$ cat src/rtl/div_pkg.sv
// Shared definitions for the sequential restoring divider seq_div_8by4.
// Optional feature macro used by the top: DIV_ZERO_FAST_EN.
package div_pkg;

    // Default operand widths: 8-bit dividend/quotient, 4-bit divisor/remainder.
    localparam int DIVIDEND_W_DEF = 8;
    localparam int DIVISOR_W_DEF  = 4;

    // Width of the RUN-cycle counter for the default dividend width.
    localparam int CNT_W = $clog2(DIVIDEND_W_DEF + 1);

    // Cycles from an accepted start to the done pulse for a normal operation.
    localparam int DIV_LATENCY = DIVIDEND_W_DEF;

    typedef enum logic [1:0] {
        IDLE = 2'd0,
        RUN  = 2'd1,
        DONE = 2'd2
    } div_state_t;

endpackage : div_pkg

$ cat src/rtl/div_step.sv
// One restoring-division step: shift the next dividend bit into the partial
// remainder, subtract the divisor when it fits, report the quotient bit.
// Purely combinational so an unrolled divider can chain several copies.
module div_step #(
    parameter int DIVISOR_W = 4
) (
    input  logic [DIVISOR_W:0]   r_in,
    input  logic                 next_bit,
    input  logic [DIVISOR_W-1:0] divisor,
    output logic [DIVISOR_W:0]   r_out,
    output logic                 q_bit
);

    logic [DIVISOR_W:0] r_shift;
    logic [DIVISOR_W:0] divisor_ext;

    // Trial subtraction; keep the shifted value when the divisor does not fit.
    always_comb begin
        r_shift     = {r_in[DIVISOR_W-1:0], next_bit};
        divisor_ext = {1'b0, divisor};
        q_bit       = (r_shift >= divisor_ext);
        r_out       = q_bit ? (r_shift - divisor_ext) : r_shift;
    end

endmodule : div_step

$ cat src/rtl/seq_div_8by4.sv
// Sequential restoring divider, one quotient bit per clock, MSB first.
// Start/ready/done handshake; results held in output registers until the
// next done pulse.
// Optional feature macro: DIV_ZERO_FAST_EN -- a zero divisor finishes one
// cycle after accept instead of running the full DIVIDEND_W steps.
module seq_div_8by4
    import div_pkg::*;
#(
    parameter int DIVIDEND_W = DIVIDEND_W_DEF,
    parameter int DIVISOR_W  = DIVISOR_W_DEF
) (
    input  logic                  clk,
    input  logic                  rst,
    input  logic                  start,
    input  logic [DIVIDEND_W-1:0] dividend,
    input  logic [DIVISOR_W-1:0]  divisor,
    output logic                  ready,
    output logic                  done,
    output logic [DIVIDEND_W-1:0] quotient,
    output logic [DIVISOR_W-1:0]  remainder,
    output logic                  div_by_zero
);

    localparam int CNT_BITS = $clog2(DIVIDEND_W + 1);
    localparam logic [CNT_BITS-1:0] CNT_LAST = CNT_BITS'(DIVIDEND_W - 1);

    div_state_t            state_q, state_d;
    logic [CNT_BITS-1:0]   cnt_q, cnt_d;
    logic [DIVISOR_W:0]    r_q, r_d;      // partial remainder, one guard bit
    logic [DIVIDEND_W-1:0] dvd_q, dvd_d;  // dividend shifts out, quotient shifts in
    logic [DIVISOR_W-1:0]  dvs_q, dvs_d;
    logic [DIVIDEND_W-1:0] quo_q, quo_d;
    logic [DIVISOR_W-1:0]  rem_q, rem_d;
    logic                  dbz_q, dbz_d;

    logic [DIVISOR_W:0]    step_r;
    logic                  step_q_bit;
    logic                  zero_div_at_accept;

    div_step #(
        .DIVISOR_W (DIVISOR_W)
    ) u_step (
        .r_in     (r_q),
        .next_bit (dvd_q[DIVIDEND_W-1]),
        .divisor  (dvs_q),
        .r_out    (step_r),
        .q_bit    (step_q_bit)
    );

    // Detect a zero divisor at accept; only the fast variant acts on it.
`ifdef DIV_ZERO_FAST_EN
    assign zero_div_at_accept = (divisor == '0);
`else
    assign zero_div_at_accept = 1'b0;
`endif

    // Next-state and datapath update for the IDLE/RUN/DONE controller.
    always_comb begin
        // NOTE: every variable gets a default before the case so no path
        // leaves one unassigned, which would otherwise infer a latch.
        state_d = state_q;
        cnt_d   = cnt_q;
        r_d     = r_q;
        dvd_d   = dvd_q;
        dvs_d   = dvs_q;
        quo_d   = quo_q;
        rem_d   = rem_q;
        dbz_d   = dbz_q;

        case (state_q)
            IDLE: begin
                if (start) begin
                    dvd_d   = dividend;
                    dvs_d   = divisor;
                    r_d     = '0;
                    // A fast zero-divide jumps straight to the last RUN edge,
                    // so done follows one cycle after accept.
                    cnt_d   = zero_div_at_accept ? CNT_LAST : '0;
                    state_d = RUN;
                end
            end

            RUN: begin
                dvd_d = {dvd_q[DIVIDEND_W-2:0], step_q_bit};
                r_d   = step_r;
                cnt_d = cnt_q + CNT_BITS'(1);
                if (cnt_q == CNT_LAST) begin
                    state_d = DONE;
                    if (dvs_q == '0) begin
                        // Datapath result is meaningless for a zero divisor.
                        quo_d = '1;
                        rem_d = '0;
                        dbz_d = 1'b1;
                    end else begin
                        quo_d = {dvd_q[DIVIDEND_W-2:0], step_q_bit};
                        rem_d = step_r[DIVISOR_W-1:0];
                        dbz_d = 1'b0;
                    end
                end
            end

            DONE: begin
                state_d = IDLE;
            end

            default: begin
                state_d = IDLE;
            end
        endcase
    end

    // State and datapath registers with asynchronous active-high reset.
    always_ff @(posedge clk or posedge rst) begin
        // NOTE: non-blocking assignments so every register samples the
        // pre-edge values; all registers are small flops, so all are reset.
        if (rst) begin
            state_q <= IDLE;
            cnt_q   <= '0;
            r_q     <= '0;
            dvd_q   <= '0;
            dvs_q   <= '0;
            quo_q   <= '0;
            rem_q   <= '0;
            dbz_q   <= 1'b0;
        end else begin
            state_q <= state_d;
            cnt_q   <= cnt_d;
            r_q     <= r_d;
            dvd_q   <= dvd_d;
            dvs_q   <= dvs_d;
            quo_q   <= quo_d;
            rem_q   <= rem_d;
            dbz_q   <= dbz_d;
        end
    end

    assign ready       = (state_q == IDLE);
    assign done        = (state_q == DONE);
    assign quotient    = quo_q;
    assign remainder   = rem_q;
    assign div_by_zero = dbz_q;

endmodule : seq_div_8by4

$ cat config.mk
export PLATFORM = sky130hd
export DESIGN_NAME = seq_div_8by4
export DESIGN_NICKNAME = d
export VERILOG_FILES = /design/src/rtl/div_pkg.sv /design/src/rtl/div_step.sv /design/src/rtl/seq_div_8by4.sv
export SDC_FILE = /design/constraint.sdc
export NUM_CORES = 1
export LEC_CHECK = 0
export CAP_MARGIN = 25
export CORE_MARGIN = 5
export CORE_UTILIZATION = 50
export DETAILED_ROUTE_END_ITERATION = 16
export PLACE_DENSITY = 0.84
export SLEW_MARGIN = 20
export SYNTH_ARGS = -nofsm -noshare
export SYNTH_HDL_FRONTEND = slang
export SYNTH_SLANG_ARGS = --single-unit
$ cat constraint.sdc
create_clock -name clk -period 2.1 [get_ports clk]
set_clock_uncertainty 0.05 [all_clocks]
set_input_delay 0.42 -clock clk [delete_from_list [all_inputs] [get_ports clk]]
set_output_delay 0.42 -clock clk [all_outputs]
set_load 0.05 [all_outputs]
==> results.sh, run 1 <==
export IMPL_status="complete, no violations"
export IMPL_syn_nets=171
export IMPL_cap_violations=0
export IMPL_gr_usage_all_layers_pct=18.3
export IMPL_postSynthCellCount=150
export IMPL_cts_sinks=35
export IMPL_grt_pass1_wl_um=6050
export IMPL_rsz0062_at_grt="false"
export IMPL_power_mw=3.81
export IMPL_num_vias=1243
export IMPL_power_density_nw_per_um2=1900
export IMPL_drc=0
export IMPL_p_leak_nw=0.874
export IMPL_rows=20
export IMPL_die_area_um2=4420
export IMPL_r2r_end="remainder[0]$_DFFE_PP0P_"
export IMPL_dp_hpwl_um=2570
export IMPL_vias_per_cell=5.45
export IMPL_netlist_area_um2=1600
export IMPL_drive_above_1_share_pct=13.0
export IMPL_fmax_mhz=498
export IMPL_peakVddDrop_mv=1.07
export IMPL_arrival_ns=1.54
export IMPL_ys_async_sr_fraction_pct=100
export IMPL_cts_reportedPaths_clkPinSlew_ns=0.12
export IMPL_die_x_um=66.5
export IMPL_hold_viol_final=0
export IMPL_post_synth_top_area_cell="dfrtp_1"
export IMPL_overflow=0
export IMPL_synth_warnings=0
export IMPL_cp_end_kind="primary output"
export IMPL_cts_buffers=5
export IMPL_ys_types=39
export IMPL_critical_path_max_stage_delay_ns=0.81
export IMPL_period_needed_ns=2.01
export IMPL_port_buffers=29
export IMPL_rr_worst_depth=6
export IMPL_ios=30
export IMPL_synth_ff_type="dfrtp_1"
export IMPL_multiInputGateArea_um2=663
export IMPL_ant_nets=0
export IMPL_path_delay_family="buffers and inverters"
export IMPL_clock_latency_ns=0.35
export IMPL_crit_chain="clkdlybuf4s50_1"
export IMPL_final_nets=204
export IMPL_globalplace_congestion=0.870
export IMPL_synth_top_cell_area_share_pct=54.9
export IMPL_antenna_found_initial=0
export IMPL_crit_buf_inv=1
export IMPL_critical_path_slowest_cell="clkdlybuf4s50_1"
export IMPL_cp_data_required_time_ns=1.63
export IMPL_fin_crit_sh_pct=95.7
export IMPL_cts_resized=0
export IMPL_fill_cells=263
export IMPL_whs_ns=0.403
export IMPL_cts_buffer_depth=2
export IMPL_tns_ns=0
export IMPL_fp_dieH_um=66.5
export IMPL_worstSetupPathType="register to primary output"
export IMPL_startpoint_type="register"
export IMPL_synth_area_leaders="dfrtp_1 55%, o22a_1 4.4%, nor2_1 4.0%"
export IMPL_antenna_cells=0
export IMPL_r2r_setup_slack_ns=0.15
export IMPL_hold_class="input pin to asynchronous set/reset pin"
export IMPL_crit_fanout=2
export IMPL_grt_max_degree=36
export IMPL_cts_setup_buffers=0
export IMPL_drt_total_wl_um=3410
export IMPL_worst_pin_slew_ns=0.753
export IMPL_detail_route_wl_per_cell_um=15.0
export IMPL_start_util_pct=52.3
export IMPL_htreeDepth=2
export IMPL_report_final_slew_viol_count=0
export IMPL_avgSynthCellArea_um2=10.6
export IMPL_crit_reg2reg_launch="dvs_q[0]$_DFFE_PP0P_"
export IMPL_root_buffer="clkbuf_4"
export IMPL_areaGrowthSynthToFinish_pct=25.4
export IMPL_synth_edff_count=0
export IMPL_drt_iter0_drc=27
export IMPL_synth_seq_cells=35
export IMPL_tritoncts="yes"
export IMPL_yosysSeqAreaShare_pct=54.9
export IMPL_core_um2=3050
export IMPL_first_global_vias=1337
export IMPL_ctsHoldBuffers=0
export IMPL_max_slew_margin_pct=49.3
export IMPL_register_area_um2=876
export IMPL_setup_violations=0
export IMPL_dr_pass1_iters=4
export IMPL_path_depth=1
[layout make-up]
class | count | area share (%)
Clock inverter | 2 | 0.625
Timing Repair Buffer | 33 | 16.4
Tap cell | 44 | 2.75
Inverter | 7 | 1.31
Sequential cell | 35 | 43.8
Multi-Input combinational cell | 101 | 33.1
Clock buffer | 6 | 2.06
[kinds of logic after synthesis]
kind of cell / share of synthesized area [%]
multiplexers: 2.90
buffers and inverters: 3.60
AND/OR/NAND/NOR: 15.0
flip-flops: 54.9
adder cells (fa/ha/maj): 5.17
XOR/XNOR: 0.549
AO/OA/AOI/OAI: 17.9
[power breakdown]
group	internal, mW	leakage, nW	total [mW]	switching (mW)
Clock	0.129	0.0282	0.362	0.233
Sequential	1.02	0.410	1.26	0.243
Combinational	0.881	0.435	2.19	1.31
[how the worst max path moves through the flow]
stage               slack (ns)               startpoint                    to
CTS                       0.08  quotient[1]$_DFFE_PP0P_           quotient[1]
detailed placement        0.07                    start  cnt_q[2]$_DFFE_PP0P_
global route              0.02  div_by_zero$_DFFE_PP0P_           div_by_zero
global placement          0.11                    start  cnt_q[2]$_DFFE_PP0P_
finish                    0.09  quotient[1]$_DFFE_PP0P_           quotient[1]
floorplan                 0.33     dvs_q[0]$_DFFE_PP0P_    r_q[0]$_DFFE_PP0P_
[cells in the mapped netlist, types with 2 or more instances]
| cell type | count |
|---|---|
| buf_2 | 4 |
| clkbuf_1 | 2 |
| dfrtp_1 | 35 |
| ha_1 | 5 |
| inv_1 | 6 |
| mux2i_1 | 2 |
| nand2_1 | 12 |
| nand2_2 | 3 |
| nand2b_1 | 2 |
| nand3_1 | 7 |
| nor2_1 | 17 |
| o21ai_0 | 8 |
| o21ai_1 | 5 |
| o21ai_2 | 3 |
| o22a_1 | 8 |
| o22ai_1 | 7 |
| o31ai_1 | 2 |
[flip-flops by register name, indices dropped and copies added (netlist names)]
register and cells:
remainder 4, dvs_q 4, dvd_q 8, state_q 2, cnt_q 4, quotient 8, r_q 4, div_by_zero 1
[metal layers]
layer	part of all wire, %	GRT usage, %	vias to the layer above
li1	-	-	601
met1	41	19.9	613
met2	53	33.0	23
met3	4.3	6.24	6
met4	1.7	5.84	0
met5	0	0	-
[layout by cell type (no fill, tap or decap), types with 2 or more instances in the layout]
cell / synthesis / final
dfrtp_1: 35 / 35
clkdlybuf4s50_1: 0 / 27
nor2_1: 17 / 17
nand2_1: 12 / 12
o21ai_0: 8 / 8
o22a_1: 8 / 8
nand3_1: 7 / 7
o22ai_1: 7 / 7
inv_1: 6 / 6
o21ai_1: 5 / 5
ha_1: 5 / 5
clkbuf_4: 0 / 5
buf_4: 0 / 5
o21ai_2: 3 / 3
nand2_2: 3 / 3
nand2b_1: 2 / 2
mux2i_1: 2 / 2
o31ai_1: 2 / 2
[through the flow]
stage                     instances  setup WS [ns]  util [%]  instance area, µm²
final                           228         0.0905      65.6                2000
after floorplan                 150          0.326         -                1600
after global placement          220          0.113      63.8                1950
after CTS                       228         0.0770      65.6                2000
after detailed placement        220         0.0727      63.8                1950
after global routing            228         0.0209      65.6                2000
Power figures use the tool's default switching activity.
==> run 2, diff against run 1 <==
CORE_UTILIZATION = 45   (was 50)
PLACE_DENSITY = 0.78   (was 0.84)
SLEW_MARGIN = default   (was 20)
clock period = 2.4 ns   (was 2.1 ns; I/O delays follow)
==> run 2 against run 1 <==
Combinational power shrank 14%. Sequential power down 12%. Sequential cell count unchanged. Largest cell class unchanged. Hold slack gained 0.037 ns. Core utilization shrank 6.8 points.
==> results.sh, run 2 (synthesis results as in run 1) <==
export IMPL_mostFrequentLayoutCells="35 x dfrtp_1, 29 x clkdlybuf4s50_1, 17 x nor2_1"
export IMPL_grt_max_degree=36
export IMPL_antenna_found_initial=0
export IMPL_worstSetupPathType="register to primary output"
export IMPL_hold_path_depth=2
export IMPL_cp_data_required_time_ns=1.87
export IMPL_drt_iter0_drc=33
export IMPL_cts_setup_buffers=0
export IMPL_globalplace_congestion=0.845
export IMPL_crit_reg2reg_launch="dvs_q[0]$_DFFE_PP0P_"
export IMPL_fin_cells=230
export IMPL_htreeDepth=2
export IMPL_final_nets=204
export IMPL_tns_ns=0
export IMPL_cts_sinks=35
export IMPL_final_common_cell="dfrtp_1"
export IMPL_dp_hpwl_um=2470
export IMPL_cts_resized=0
export IMPL_grt_pass1_wl_um=6070
export IMPL_cts_buffers=5
export IMPL_fin_crit_sh_pct=94.9
export IMPL_crit_fanout=5
export IMPL_r2r_end="remainder[0]$_DFFE_PP0P_"
export IMPL_fp_dieH_um=69.6
export IMPL_die_x_um=69.6
export IMPL_drc=0
export IMPL_final_util_pct=58.8
export IMPL_rr_worst_depth=6
export IMPL_report_final_slew_viol_count=0
export IMPL_rows=21
export IMPL_startpoint_type="register"
export IMPL_start_util_pct=47.1
export IMPL_status="complete, no violations"
export IMPL_clock_latency_ns=0.33
export IMPL_cp_end_kind="primary output"
export IMPL_antenna_cells=0
export IMPL_r2r_setup_slack_ns=0.45
export IMPL_period_needed_ns=2.28
export IMPL_worst_pin_slew_ns=0.633
export IMPL_core_um2=3390
export IMPL_vias_per_cell=5.40
export IMPL_hold_class="register to register"
export IMPL_overflow=0
export IMPL_peakVddDrop_mv=0.918
export IMPL_dr_pass1_iters=4
export IMPL_hold_viol_final=0
export IMPL_port_buffers=29
export IMPL_power_density_nw_per_um2=1660
export IMPL_cts_buffer_depth=2
export IMPL_tritoncts="yes"
export IMPL_setup_violations=0
export IMPL_gr_usage_all_layers_pct=15.5
export IMPL_cts_reportedPaths_clkPinSlew_ns=0.10
export IMPL_detail_route_wl_per_cell_um=14.4
export IMPL_drt_total_wl_um=3320
export IMPL_fmax_mhz=439
export IMPL_power_mw=3.30
export IMPL_ant_nets=0
export IMPL_max_slew_margin_pct=57.3
export IMPL_hold_path_startpoint="remainder[1]$_DFFE_PP0P_"
export IMPL_die_area_um2=4840
export IMPL_num_vias=1242
export IMPL_dpl_cell_count=222
export IMPL_p_leak_nw=0.865
export IMPL_areaGrowthSynthToFinish_pct=24.8
export IMPL_ios=30
export IMPL_first_global_vias=1363
export IMPL_ctsHoldBuffers=0
export IMPL_rsz0062_at_grt="false"
export IMPL_whs_endpoint="remainder[1]$_DFFE_PP0P_"
export IMPL_cap_violations=0
export IMPL_root_buffer="clkbuf_4"
export IMPL_arrival_ns=1.75
export IMPL_drive_above_1_share_pct=11.4
-- run 2: cell count changes in the layout (fill, tap and decap cells not counted), sizes merged --
cell,delta
clkdlybuf4s50,+2
clkbuf,+1
buf,-2
clkinvlp,-1
-- run 2: worst max-delay path by stage --
stage | startpoint | endpoint | slack (ns) | cells past startpoint
3_3_place_gp | start | dvd_q[0]$_DFFE_PP0P_ | 0.33 | 4
2_1_floorplan | dvs_q[0]$_DFFE_PP0P_ | r_q[0]$_DFFE_PP0P_ | 0.63 | 6
6_report | state_q[1]$_DFFE_PP0P_ | ready | 0.12 | 2
4_1_cts | state_q[1]$_DFFE_PP0P_ | ready | 0.10 | 2
5_1_grt | state_q[1]$_DFFE_PP0P_ | ready | 0.004 | 2
3_5_place_dp | start | dvd_q[0]$_DFFE_PP0P_ | 0.28 | 4
-- run 2: metrics by stage --
stage                     cell area [µm²]  worst slack, ns  hold WS [ns]
after floorplan                      1600            0.626         0.408
after global placement               1940            0.331         0.413
after detailed placement             1940            0.281         0.427
after CTS                            1990            0.103         0.451
after global routing                 1990          0.00408         0.474
final                                1990            0.123         0.441
-- run 2: per-layer routing --
layer,wire length (µm),share of wire [%],global-route usage [%]
met1,1480,45,18.7
met2,1640,49,26.3
met3,153,4.6,4.93
met4,46,1.4,4.99
met5,0,0,0
-- run 2: cell type report --
cell class,count,area (µm²)
inverter,7,26.3
sequential,35,876
clock buffer,7,45.0
fill,297,1400
clock inverter,1,5.00
timing repair buffer,33,320
tap,46,57.6
multi-input combinational,101,663
-- run 2: worst max-delay path: stages (launching register included) --
cell,delay (ns)
dfrtp_1,0.43
nor2_1,0.16
clkdlybuf4s50_1,0.83
-- run 2: where the power goes --
group / total (mW) / leakage [nW] / internal [mW] / switching [mW]
logic: 1.89 / 0.426 / 0.764 / 1.13
registers: 1.11 / 0.410 / 0.889 / 0.216
clock network: 0.305 / 0.0293 / 0.114 / 0.191
==> run 3, diff against run 2 <==
GPL_TIMING_DRIVEN = 0   (was default)
==> run 3 against run 2 <==
Largest power group unchanged. Hold slack got worse by 0.026 ns. Design area increased by 3.0%. Critical endpoint is now done. Core utilization increased by 1.8 points. Global-route usage increased by 0.66 points. Maximum frequency decreased by 1.0%. Final cell count increased by 1.7%.
==> results.sh, run 3 (synthesis results as in run 1) <==
export IMPL_fill_cells=284
export IMPL_cts_buffers=5
export IMPL_final_util_pct=60.6
export IMPL_crit_reg2reg_launch="r_q[1]$_DFFE_PP0P_"
export IMPL_worstSetupPathType="register to primary output"
export IMPL_drt_total_wl_um=3640
export IMPL_startpoint_type="register"
export IMPL_crit_fanout=5
export IMPL_cts_reportedPaths_clkPinSlew_ns=0.14
export IMPL_final_common_cell="dfrtp_1"
export IMPL_drc=0
export IMPL_fmax_mhz=435
export IMPL_peakVddDrop_mv=0.897
export IMPL_drive_above_1_share_pct=12.8
export IMPL_design_area_um2=2050
export IMPL_setup_slack_ns=0.100
export IMPL_clock_latency_ns=0.36
export IMPL_path_delay_family="buffers and inverters"
export IMPL_overflow=0
export IMPL_start_util_pct=47.1
export IMPL_arrival_ns=1.77
export IMPL_num_vias=1292
export IMPL_die_x_um=69.6
export IMPL_root_buffer="clkbuf_4"
export IMPL_status="complete, no violations"
export IMPL_fin_crit_sh_pct=95.8
export IMPL_power_mw=3.47
export IMPL_areaGrowthSynthToFinish_pct=28.6
export IMPL_hold_viol_final=0
export IMPL_period_needed_ns=2.30
export IMPL_placed_area_um2=1970
export IMPL_port_buffers=29
export IMPL_htreeDepth=2
export IMPL_whs_ns=0.415
export IMPL_cts_resized=0
export IMPL_grt_max_degree=25
export IMPL_rows=21
export IMPL_first_global_vias=1399
export IMPL_fp_dieH_um=69.6
export IMPL_ant_nets=0
export IMPL_antenna_cells=0
export IMPL_mostFrequentLayoutCells="35 x dfrtp_1, 29 x clkdlybuf4s50_1, 17 x nor2_1"
export IMPL_drt_iter0_drc=44
export IMPL_crit_buf_inv=1
export IMPL_cts_buffer_depth=2
export IMPL_fin_cells=234
export IMPL_detail_route_wl_per_cell_um=15.6
export IMPL_vias_per_cell=5.52
export IMPL_hold_class="input pin to asynchronous set/reset pin"
export IMPL_dp_hpwl_um=2650
export IMPL_max_slew_margin_pct=63.5
export IMPL_setup_violations=0
export IMPL_final_nets=208
export IMPL_dpl_cell_count=226
export IMPL_ios=30
export IMPL_multiInputGateArea_um2=663
export IMPL_cp_end_kind="primary output"
export IMPL_cts_sinks=35
export IMPL_register_area_um2=876
export IMPL_gr_usage_all_layers_pct=16.2
export IMPL_r2r_end="r_q[3]$_DFFE_PP0P_"
export IMPL_core_um2=3390
export IMPL_antenna_found_initial=0
export IMPL_critical_path_max_stage_delay_ns=0.83
export IMPL_dr_pass1_iters=4
export IMPL_worst_pin_slew_ns=0.541
export IMPL_globalplace_congestion=0.773
export IMPL_p_leak_nw=0.892
export IMPL_r2r_setup_slack_ns=0.43
export IMPL_tritoncts="yes"
export IMPL_cap_violations=0
export IMPL_rr_worst_depth=6
export IMPL_grt_pass1_wl_um=6270
export IMPL_cp_data_required_time_ns=1.87
export IMPL_dp_slack_ns=0.306
export IMPL_ctsHoldBuffers=0
export IMPL_cts_setup_buffers=0
export IMPL_rsz0062_at_grt="false"
export IMPL_critical_path_slowest_cell="clkdlybuf4s50_1"
export IMPL_power_density_nw_per_um2=1690
export IMPL_report_final_slew_viol_count=0
export IMPL_die_area_um2=4840
export IMPL_tns_ns=0
export IMPL_crit_chain="nor2b_1, clkdlybuf4s50_1"
## run 3: cell types whose count changed in the layout (fill, tap and decap cells not counted), sizes merged
cell and change:
buf +2, bufinv +1, clkinv +1
## run 3: cell type report
class                           instances  share of cell area, %
Buffer                                  7                   1.52
Sequential cell                        35                   42.7
Inverter                                7                   1.28
Clock buffer                            5                   1.83
Clock inverter                          3                   2.13
Multi-Input combinational cell        101                   32.3
Timing Repair Buffer                   30                   15.5
Tap cell                               46                   2.80
## run 3: report_power, final
part	total, mW	internal [mW]	switching [mW]
clock network	0.434	0.219	0.215
logic	1.93	0.764	1.17
registers	1.11	0.888	0.217
## run 3: routing by layer
metal	track usage (%)	part of all wire, %
met2	26.2	50
met3	5.80	6.0
met1	19.2	42
met4	7.38	1.6
met5	0	0
## run 3: how the worst max path moves through the flow
stage / from / to / slack [ns] / depth (start not counted)
final: state_q[0]$_DFFE_PP0P_ / done / 0.10 / 2
after global routing: state_q[0]$_DFFE_PP0P_ / ready / 0.02 / 2
after CTS: state_q[0]$_DFFE_PP0P_ / done / 0.09 / 2
after detailed placement: start / dvd_q[0]$_DFFE_PP0P_ / 0.31 / 5
after global placement: start / dvd_q[0]$_DFFE_PP0P_ / 0.30 / 5
after floorplan: dvs_q[0]$_DFFE_PP0P_ / r_q[0]$_DFFE_PP0P_ / 0.63 / 6
